===== src/rtl/ps2_byte_receiver.sv =====
// PS/2 device-to-host byte receiver: input synchronisers, optional glitch
// filter (define PS2_RX_GLITCH_FILTER_EN), frame FSM with inactivity timeout
// and a first-word-fall-through receive FIFO with sticky overflow.
`timescale 1ns/1ps
module ps2_byte_receiver #(
   parameter int TIMEOUT_CYCLES = 100000,
   parameter int FIFO_DEPTH     = 4,
   parameter int SYNC_STAGES    = 2,
   parameter int FILTER_LEN     = 4
) (
   input  logic                         CLK,
   input  logic                         RESET_N,
   input  logic                         CLK_PS2_IN,
   input  logic                         DATA_PS2_IN,
   input  logic                         RX_ENABLE,
   input  logic                         BYTE_POP,
   output logic [7:0]                   BYTE_DATA,
   output logic [1:0]                   BYTE_ERR,
   output logic                         BYTE_VALID,
   output logic [$clog2(FIFO_DEPTH):0]  FIFO_LEVEL,
   output logic                         OVERFLOW,
   input  logic                         CLR_OVERFLOW,
   output logic                         FRAME_TIMEOUT
);
   localparam int AW = $clog2(FIFO_DEPTH);
   localparam int TW = $clog2(TIMEOUT_CYCLES + 1);

   typedef enum logic [2:0] {IDLE, DATA, PARITY, STOP, WAIT_IDLE} state_t;

   logic [SYNC_STAGES-1:0] clk_sync, data_sync;
   logic                   clk_s, data_s, clk_cond, data_cond, clk_prev, fall;
   state_t                 state, next_state;
   logic                   tmo_hit;
   logic [TW-1:0]          tmo_cnt;
   logic [2:0]             bit_cnt;
   logic [7:0]             shift;
   logic                   par_err, push;
   logic [9:0]             push_word;
   logic [9:0]             mem [FIFO_DEPTH];
   logic [AW-1:0]          wr_ptr, rd_ptr;
   logic [AW:0]            level;
   logic                   pop_ok, full, wr_ok, ovf_set;

   // Synchronisers; reset to the idle-bus level so no edge is seen on release
   always_ff @(posedge CLK or negedge RESET_N) begin
      if (!RESET_N) begin
         clk_sync  <= '1;
         data_sync <= '1;
      end else begin
         clk_sync  <= {clk_sync[SYNC_STAGES-2:0], CLK_PS2_IN};
         data_sync <= {data_sync[SYNC_STAGES-2:0], DATA_PS2_IN};
      end
   end
   assign clk_s  = clk_sync[SYNC_STAGES-1];
   assign data_s = data_sync[SYNC_STAGES-1];

`ifdef PS2_RX_GLITCH_FILTER_EN
   localparam int FW = (FILTER_LEN > 2) ? $clog2(FILTER_LEN) : 1;
   logic [FW-1:0] clk_fcnt, data_fcnt;

   // Conditioned value follows the input only after FILTER_LEN differing samples
   always_ff @(posedge CLK or negedge RESET_N) begin
      if (!RESET_N) begin
         clk_cond  <= 1'b1;
         data_cond <= 1'b1;
         clk_fcnt  <= '0;
         data_fcnt <= '0;
      end else begin
         if (clk_s == clk_cond) clk_fcnt <= '0;
         else if (clk_fcnt == FW'(FILTER_LEN - 1)) begin
            clk_cond <= clk_s;
            clk_fcnt <= '0;
         end else clk_fcnt <= clk_fcnt + 1'b1;
         if (data_s == data_cond) data_fcnt <= '0;
         else if (data_fcnt == FW'(FILTER_LEN - 1)) begin
            data_cond <= data_s;
            data_fcnt <= '0;
         end else data_fcnt <= data_fcnt + 1'b1;
      end
   end
`else
   assign clk_cond  = clk_s;
   assign data_cond = data_s;
`endif

   // Previous conditioned PS/2 clock for falling-edge detection
   always_ff @(posedge CLK or negedge RESET_N) begin
      if (!RESET_N) clk_prev <= 1'b1;
      else          clk_prev <= clk_cond;
   end
   assign fall = clk_prev & ~clk_cond;

   // FSM state register
   always_ff @(posedge CLK or negedge RESET_N) begin
      if (!RESET_N) state <= IDLE;
      else          state <= next_state;
   end

   // Next state; a timeout from any active state wins and returns to IDLE
   always_comb begin
      next_state = state;
      tmo_hit    = (state != IDLE) && !fall && (tmo_cnt == TW'(TIMEOUT_CYCLES - 1));
      case (state)
         IDLE:      if (fall && !data_cond && RX_ENABLE) next_state = DATA;
         DATA:      if (fall && bit_cnt == 3'd7)         next_state = PARITY;
         PARITY:    if (fall)                            next_state = STOP;
         STOP:      if (fall)                            next_state = WAIT_IDLE;
         WAIT_IDLE: if (clk_cond && data_cond)           next_state = IDLE;
         default:                                        next_state = IDLE;
      endcase
      if (tmo_hit) next_state = IDLE;
   end

   // Frame datapath: timeout counter, bit counter, shifter, status, push request
   always_ff @(posedge CLK or negedge RESET_N) begin
      if (!RESET_N) begin
         tmo_cnt       <= '0;
         bit_cnt       <= '0;
         shift         <= '0;
         par_err       <= 1'b0;
         push          <= 1'b0;
         push_word     <= '0;
         FRAME_TIMEOUT <= 1'b0;
      end else begin
         FRAME_TIMEOUT <= tmo_hit;
         push          <= 1'b0;
         if (state == IDLE || fall || tmo_hit) tmo_cnt <= '0;
         else                                  tmo_cnt <= tmo_cnt + 1'b1;
         if (state == IDLE) bit_cnt <= '0;
         else if (state == DATA && fall) begin
            bit_cnt <= bit_cnt + 1'b1;
            shift   <= {data_cond, shift[7:1]};
         end
         if (state == PARITY && fall) par_err <= (data_cond != ~^shift);
         if (state == STOP && fall) begin
            push      <= 1'b1;
            push_word <= {~data_cond, par_err, shift};
         end
      end
   end

   assign pop_ok  = BYTE_POP && (level != '0);
   assign full    = (level == (AW+1)'(FIFO_DEPTH));
   assign wr_ok   = push && (!full || pop_ok);
   assign ovf_set = push && full && !pop_ok;

   // FIFO storage; contents are only visible through the gated head outputs
   always_ff @(posedge CLK) begin
      if (wr_ok) mem[wr_ptr] <= push_word;
   end

   // FIFO pointers, occupancy and sticky overflow (clear beats set)
   always_ff @(posedge CLK or negedge RESET_N) begin
      if (!RESET_N) begin
         wr_ptr   <= '0;
         rd_ptr   <= '0;
         level    <= '0;
         OVERFLOW <= 1'b0;
      end else begin
         if (wr_ok)  wr_ptr <= wr_ptr + 1'b1;
         if (pop_ok) rd_ptr <= rd_ptr + 1'b1;
         case ({wr_ok, pop_ok})
            2'b10:   level <= level + 1'b1;
            2'b01:   level <= level - 1'b1;
            default: level <= level;
         endcase
         if (CLR_OVERFLOW) OVERFLOW <= 1'b0;
         else if (ovf_set) OVERFLOW <= 1'b1;
      end
   end

   assign BYTE_VALID = (level != '0);
   assign FIFO_LEVEL = level;
   assign BYTE_DATA  = BYTE_VALID ? mem[rd_ptr][7:0] : 8'h00;
   assign BYTE_ERR   = BYTE_VALID ? mem[rd_ptr][9:8] : 2'b00;
endmodule


===== config.mk =====
export PLATFORM = sky130hd
export DESIGN_NAME = ps2_byte_receiver
export DESIGN_NICKNAME = d
export VERILOG_FILES = /design/src/rtl/ps2_byte_receiver.sv
export SDC_FILE = /design/constraint.sdc
export NUM_CORES = 1
export LEC_CHECK = 0
export ABC_CLOCK_PERIOD_IN_PS = 2400
export BUFFER_PORTS_ARGS = -buffer_cell sky130_fd_sc_hd__buf_2
export CAP_MARGIN = 20
export CORE_ASPECT_RATIO = 0.75
export CORE_MARGIN = 3
export CORE_UTILIZATION = 60
export DETAILED_ROUTE_END_ITERATION = 16
export GPL_ROUTABILITY_DRIVEN = 0
export PLACE_DENSITY = 0.78
export REMOVE_ABC_BUFFERS = 1
export SYNTH_ARGS = -nofsm -noshare
export SYNTH_HDL_FRONTEND = slang
export SYNTH_SLANG_ARGS = --single-unit
export TNS_END_PERCENT = 30

===== constraint.sdc =====
create_clock -name CLK -period 2.4 [get_ports CLK]
set_input_delay 0.24 -clock CLK [delete_from_list [all_inputs] [get_ports CLK]]
set_output_delay 0.24 -clock CLK [all_outputs]
set_load 0.05 [all_outputs]

# Word level (Yosys, flattened, before mapping)
# Memory sizes are Yosys's and may differ from the RTL's.
# Cells that the tools add are included.
# Widths: inputs -> output; s select.
classes:
  n_reduce_logical: 29
  n_eq_ne: 15
  div: 0
  bitwise_logic: 4
  n_lt_le_gt_ge: 0
  shift: 0
  add_sub_neg: 6
  muxes: 18
  mul: 0
op_table:
  columns: ["op", "n"]
  rows:
  - ["$mux 3", 8]
  - ["$add 17x1->17 const B", 1]
  - ["$eq 17x17->1 const B", 1]
  - ["$mux 17", 1]
  - ["$ne 3x3->1 const B", 5]
  - ["$pmux 3 s5", 1]
  - ["$logic_and 1x1->1", 13]
  - ["$eq 3x3->1 const B", 3]
  - ["$mux 8", 1]
  - ["$reduce_xnor 8->1", 1]
  - ["$add 3x1->3 const B", 2]
  - ["$eq 3x2->1 const B", 2]
  - ["$pmux 3 s2", 1]
  - ["$reduce_bool 2->1", 3]
  - ["$reduce_bool 3->1", 2]
  - ["$mux 1", 5]
  - ["$reduce_and 5->1", 1]
  - ["$add 2x1->2 const B", 2]
  - ["$logic_not 1->1", 4]
  - ["$eq 3x1->1 const B", 1]
  - ["$logic_not 3->1", 1]
  - ["$logic_or 1x1->1", 3]
  - ["$not 1->1", 3]
  - ["$sub 3x1->3 const B", 1]
  - ["6 further kinds", 6]
word_totals:
  reg_bits: 57
  mem_count: 1
  latchBits: 0
  input_bits: 7
  elab_cells: 88
  mem_bits_rw: 40
  out_inout_bits: 16
  mem_bits_ro: 0
memory_table:
  columns: ["memory", "words", "word_bits", "rd", "rd_ports_with_merged_regs", "write_ports", "line_no", "rtl"]
  rows:
  - ["mem", 4, 10, 1, 0, 1, "39", "logic [9:0] mem [FIFO_DEPTH];"]

# Depth between registers and ports, before layout
depth:
  depth_word: 7
  mapped_depth: 10
  ltp_nobuf: 9

# Worst setup path after synthesis
# OpenSTA, ideal clock, no wires.
synth_path:
  kind: "flip-flop to flip-flop"
  from: "register level[0], in the netlist FIFO_LEVEL[0]"
  to: "register level[2], in the netlist FIFO_LEVEL[2]"
  setup_slack_ns: 0.079
  n_path_buf: 1
  required_ns: 2.318
  setup_time_ns: 0.082
  stages_incl_launch_ff: 11
  arrival_ns: 2.240
  period_less_slack_ns: 2.321
  path_cell_list: "dfrtp_1 nor4b_1 nor2b_1 clkbuf_1 inv_1 ha_1 inv_1 fa_1 xor2_1 nor2_1 xor2_1"
synth_between:
  elab_chain_cells: 6
  word_cells_on_any_way: 12
  classes_between: "add/sub: 2; eq/ne: 3; mux: 1; reduce/logical: 6"
synth_rtl:
  columns: ["element", "line_no", "rtl"]
  rows:
  - ["from (decl)", "41", "logic [AW:0] level;"]
  - ["from (signal assigned)", "163", "2'b10: level <= level + 1'b1;"]
  - ["from (signal assigned)", "164", "2'b01: level <= level - 1'b1;"]
  - ["from (signal assigned)", "165", "default: level <= level;"]
  - ["$eq 3x3->1 / $reduce_bool 3->1 (equally long branches)", "143, 142", null]
  - ["$logic_not 1->1 / $logic_and 1x1->1 (equally long branches)", "144, 142", null]
  - ["$logic_or 1x1->1", "144", "assign wr_ok = push && (!full || pop_ok);"]
  - ["$logic_and 1x1->1", "144", null]
  - ["$eq 2x1->1 / $eq 2x2->1 (equally long branches)", "162", "case ({wr_ok, pop_ok})"]
  - ["$pmux 3 s2 / $reduce_bool 2->1 (equally long branches)", null, null]
# Several ways; a longest one is shown, not always the timed one.
# A chain may end at the register's enable or synchronous reset.

# Final worst setup path
layout_path:
  from: "register rd_ptr[0]"
  to: "output BYTE_ERR[0]"
layout_between:
  elab_chain_cells: 2
layout_rtl:
  columns: ["element", "line_no", "rtl"]
  rows:
  - ["from (decl)", "40", "logic [AW-1:0] wr_ptr, rd_ptr;"]
  - ["from (signal assigned)", "161", "if (pop_ok) rd_ptr <= rd_ptr + 1'b1;"]
  - ["$mem_v2 4x10", null, null]
  - ["$mux 2", "175", "assign BYTE_ERR = BYTE_VALID ? mem[rd_ptr][9:8] : 2'b00;"]
  - ["to (decl)", "18", "output logic [1:0] BYTE_ERR,"]
# Every way passes these cells.

==> key figures <==
Yosys
  – Mapped cell area: a little over 4000 um^2
  – Post-Syn Area per Cell: about 14 um^2
  – Synth warn: 0
  – Seq cells post-synth: 97
  – Register area share after synthesis: a little under two thirds
  – Synth Instances: a little over 300
  – Ys async rst share: slightly below 60%
  – Post-synthesis cell type count: between 40 and 50
  – Main synth FF type: dfrtp_1
  – Post-synth EDFFs: 40

Global routing
  – Vias in the first global route: 2,363
  – Initial antenna violation count: 0
  – Grt total ovfl: 0
  – Largest net degree at the start of global routing: 24
  – Global-route wire length before repair: ~12,000 um
  – GRT Util Overall: between 15 and 20%

Min path
  – Worst min path class: in2reg

Critical path
  – Crit path kind: reg2out
  – Crit path launch: rd_ptr[0]
  – Arrival time worst endpoint: between 1.5 and 2 ns
  – Crit path max-delay family: multiplexers
  – Worst reg2reg setup slack: 0.29 ns
  – Crit end category: output pin
  – FF-to-FF Start: FIFO_LEVEL[0]
  – CP bufs+invs: 2
  – Reg2reg path depth: 9
  – CP Data Required Time: 2.16 ns
  – R2r endpoint: FIFO_LEVEL[2]
  – Critical path depth: 4
  – Worst-path fanout max: 12
  – Setup crit end: BYTE_ERR[0]
  – Max stage delay on crit path: ~0.55 ns
  – Crit-path cells: buf_4, mux4_2, and2_1, buf_2
  – Worst path slowest cell: mux4_2
  – Critical Path Source Type: register

Cells and area
  – Area Overhead vs Synth: 10.4%
  – Layout Cells excl Fill: 420
  – Design area: 4560 um^2
  – Fin nets: 350
  – Final core utilization: 70.5%
  – Number of diodes: 0
  – Share of cells above drive strength 1: 22.4%

Timing
  – Worst-margin pin slew: 0.539 ns
  – Fmax: 0.473 GHz
  – Slew HR: about 64%
  – RSZ-0062 raised after global routing: false
  – Fin crit period: 2.11 ns
  – Skew final: ~0.011 ns
  – Setup violators final: 0
  – Final Hold Vio Count: 0
  – Final Cycle Share: 88.0%
  – Max Slew Vio Count: 0

Clock network
  – CTS Buffer Depth: 2
  – CTS Buf Count: 9
  – H-tree depth: 3
  – CTS tree: yes
  – Clock Tree Root: clkbuf_8
  – Sink Count: 97
  – Clk_lat worst skew: 0.36 ns
  – Clk slew on worst S/H paths: ~0.090 ns

Status
  – Status: finished clean

Route
  – Initial DRC Count: 169
  – Routed length per instance: ~16 um
  – Via Count: 2,335
  – Routed WL: 6820 um
  – Avg Vias per Cell: between 5 and 6
  – First-pass iteration count of the detailed router: 4
  – Post-route ant nets: 0
  – # DRC: 0

Place
  – Placed wire-length estimate: ~4600 um
  – DP Cell Count: around 400
  – Buffers on Ports: 22
  – Post-DP Area: 4340 um^2

Floorplanning
  – Die X: between 100 and 150 um
  – Die Height: 77.9 um
  – Io pins: 23
  – Row count: 25
  – Core Region: approximately 6500 um^2
  – Die area: 7930 um^2
  – Starting Density: a little under two thirds

Job
  – Max_cap viols: 0

Power and ir drop
  – Maximum vdd drop: 605 uV
  – Leak pwr: between 0.0015 and 0.002 uW
  – PwrDens: between 1000 and 1500 nW/um^2
  – Total power: between 4000 and 5000 uW
==> placed cells by master, fill, tap and decap left out, drive strengths merged, types with 5 or more instances in the layout <==
| cell | netlist | layout |
|---|---|---|
| nand2 | 37 | 37 |
| nor2 | 20 | 20 |
| dfrtp | 52 | 52 |
| and2 | 15 | 15 |
| clkbuf | 6 | 11 |
| a21oi | 6 | 6 |
| o21ai | 8 | 8 |
| xor2 | 14 | 14 |
| dfstp | 5 | 5 |
| buf | 3 | 27 |
| nand3 | 6 | 6 |
| or3 | 5 | 5 |
| nand4 | 5 | 5 |
| ha | 8 | 8 |
| xnor2 | 10 | 10 |
| a22o | 5 | 5 |
| edfxtp | 40 | 40 |
| inv | 8 | 8 |
| mux4 | 10 | 10 |
| mux2 | 9 | 9 |
==> kinds of logic after synthesis <==
group,Yosys count,share of synthesized area (%)
adders and majority gates,9,2.91
buffers and inverters,18,1.88
xor gates and xnor gates,25,5.63
DFF,97,63.7
and+or+nand+nor,110,14.1
muxes,20,8.14
AOI/OAI and AO/OA,23,3.66
==> per-layer routing <==
layer / global-route usage [%] / wire (um) / vias to the layer above
li1: - / - / 1133
met1: 28.7 / 3340 / 1141
met2: 28.1 / 3130 / 54
met3: 6.65 / 280 / 7
met4: 5.77 / 68 / 0
met5: 0 / 0 / -
==> stage by stage <==
| step | worst slack [ns] | TNS (ns) | hold slack, ns |
|---|---|---|---|
| detailed placement | 0.148 | 0 | 0.255 |
| global placement | 0.232 | 0 | 0.245 |
| finish | 0.287 | 0 | 0.0246 |
| CTS | 0.127 | 0 | 0.00892 |
| floorplan | -0.165 | -0.227 | -0.0556 |
| global route | 0.0706 | 0 | 0.000828 |
==> worst min-delay path by stage <==
stage / from / endpoint / slack (ns) / depth (start not counted)
detailed placement: RESET_N / rd_ptr[0] / 0.26 / 1
floorplan: RESET_N / FIFO_LEVEL[0] / -0.06 / 0
global route: CLR_OVERFLOW / OVERFLOW / 0.0008 / 2
CTS: CLR_OVERFLOW / OVERFLOW / 0.009 / 2
finish: CLR_OVERFLOW / OVERFLOW / 0.02 / 2
global placement: RESET_N / rd_ptr[0] / 0.25 / 1
==> flip-flops by register name, summed over array words and instances (netlist names), 3 cells and up <==
name,flops
tmo_cnt,17
shift,8
bit_cnt,3
mem,40
push_word,10
FIFO_LEVEL,3
state,3
==> power by group <==
group | total [uW] | switching (uW) | internal, uW | leakage (uW)
sequential | 2210 | 255 | 1950 | 0.00110
combinational | 1670 | 985 | 682 | 0.000716
clock | 1010 | 528 | 481 | 0.0000872
total | 4880 | 1770 | 3110 | 0.00190
==> Yosys cell counts (2+ instances only) <==
master    number  share of area, %
a211oi_1       2              0.36
a21oi_1        5              0.61
a22o_1         5               1.1
and2_1        15               2.3
and3_1         2              0.30
buf_2          2              0.24
clkbuf_1       6              0.54
dfrtp_1       52                31
dfstp_2        5               3.2
edfxtp_1      40                29
ha_1           8               2.4
inv_1          8              0.73
mux2_2         9               2.5
mux4_2        10               5.4
nand2_1       37               3.4
nand2b_1       2              0.30
nand3_1        4              0.48
nand3_2        2              0.48
nand4_1        4              0.61
nor2_1        20               1.8
nor3_1         3              0.36
o21ai_0        7              0.85
or2_1          2              0.30
or3_1          4              0.61
or4_1          3              0.54
xnor2_1       10               2.1
xor2_1        14               3.0
==> area by class of cell <==
type,count,area [um^2]
Fill cell,416,1910
Timing Repair Buffer,30,178
Sequential cell,97,2630
Inverter,9,33.8
Clock buffer,11,131
Multi-Input combinational cell,187,1430
Tap cell,81,101
Clock inverter,5,57.6
==> timing repair <==
item | in CTS | in global routing
setup endpoints to repair | 0 | 1
gates resized for setup | 0 | 1
hold buffers | 3 | 0
hold endpoints to repair | 23 | 0
setup buffers | 0 | 0
Note: power is estimated with default switching activity, not from simulation.
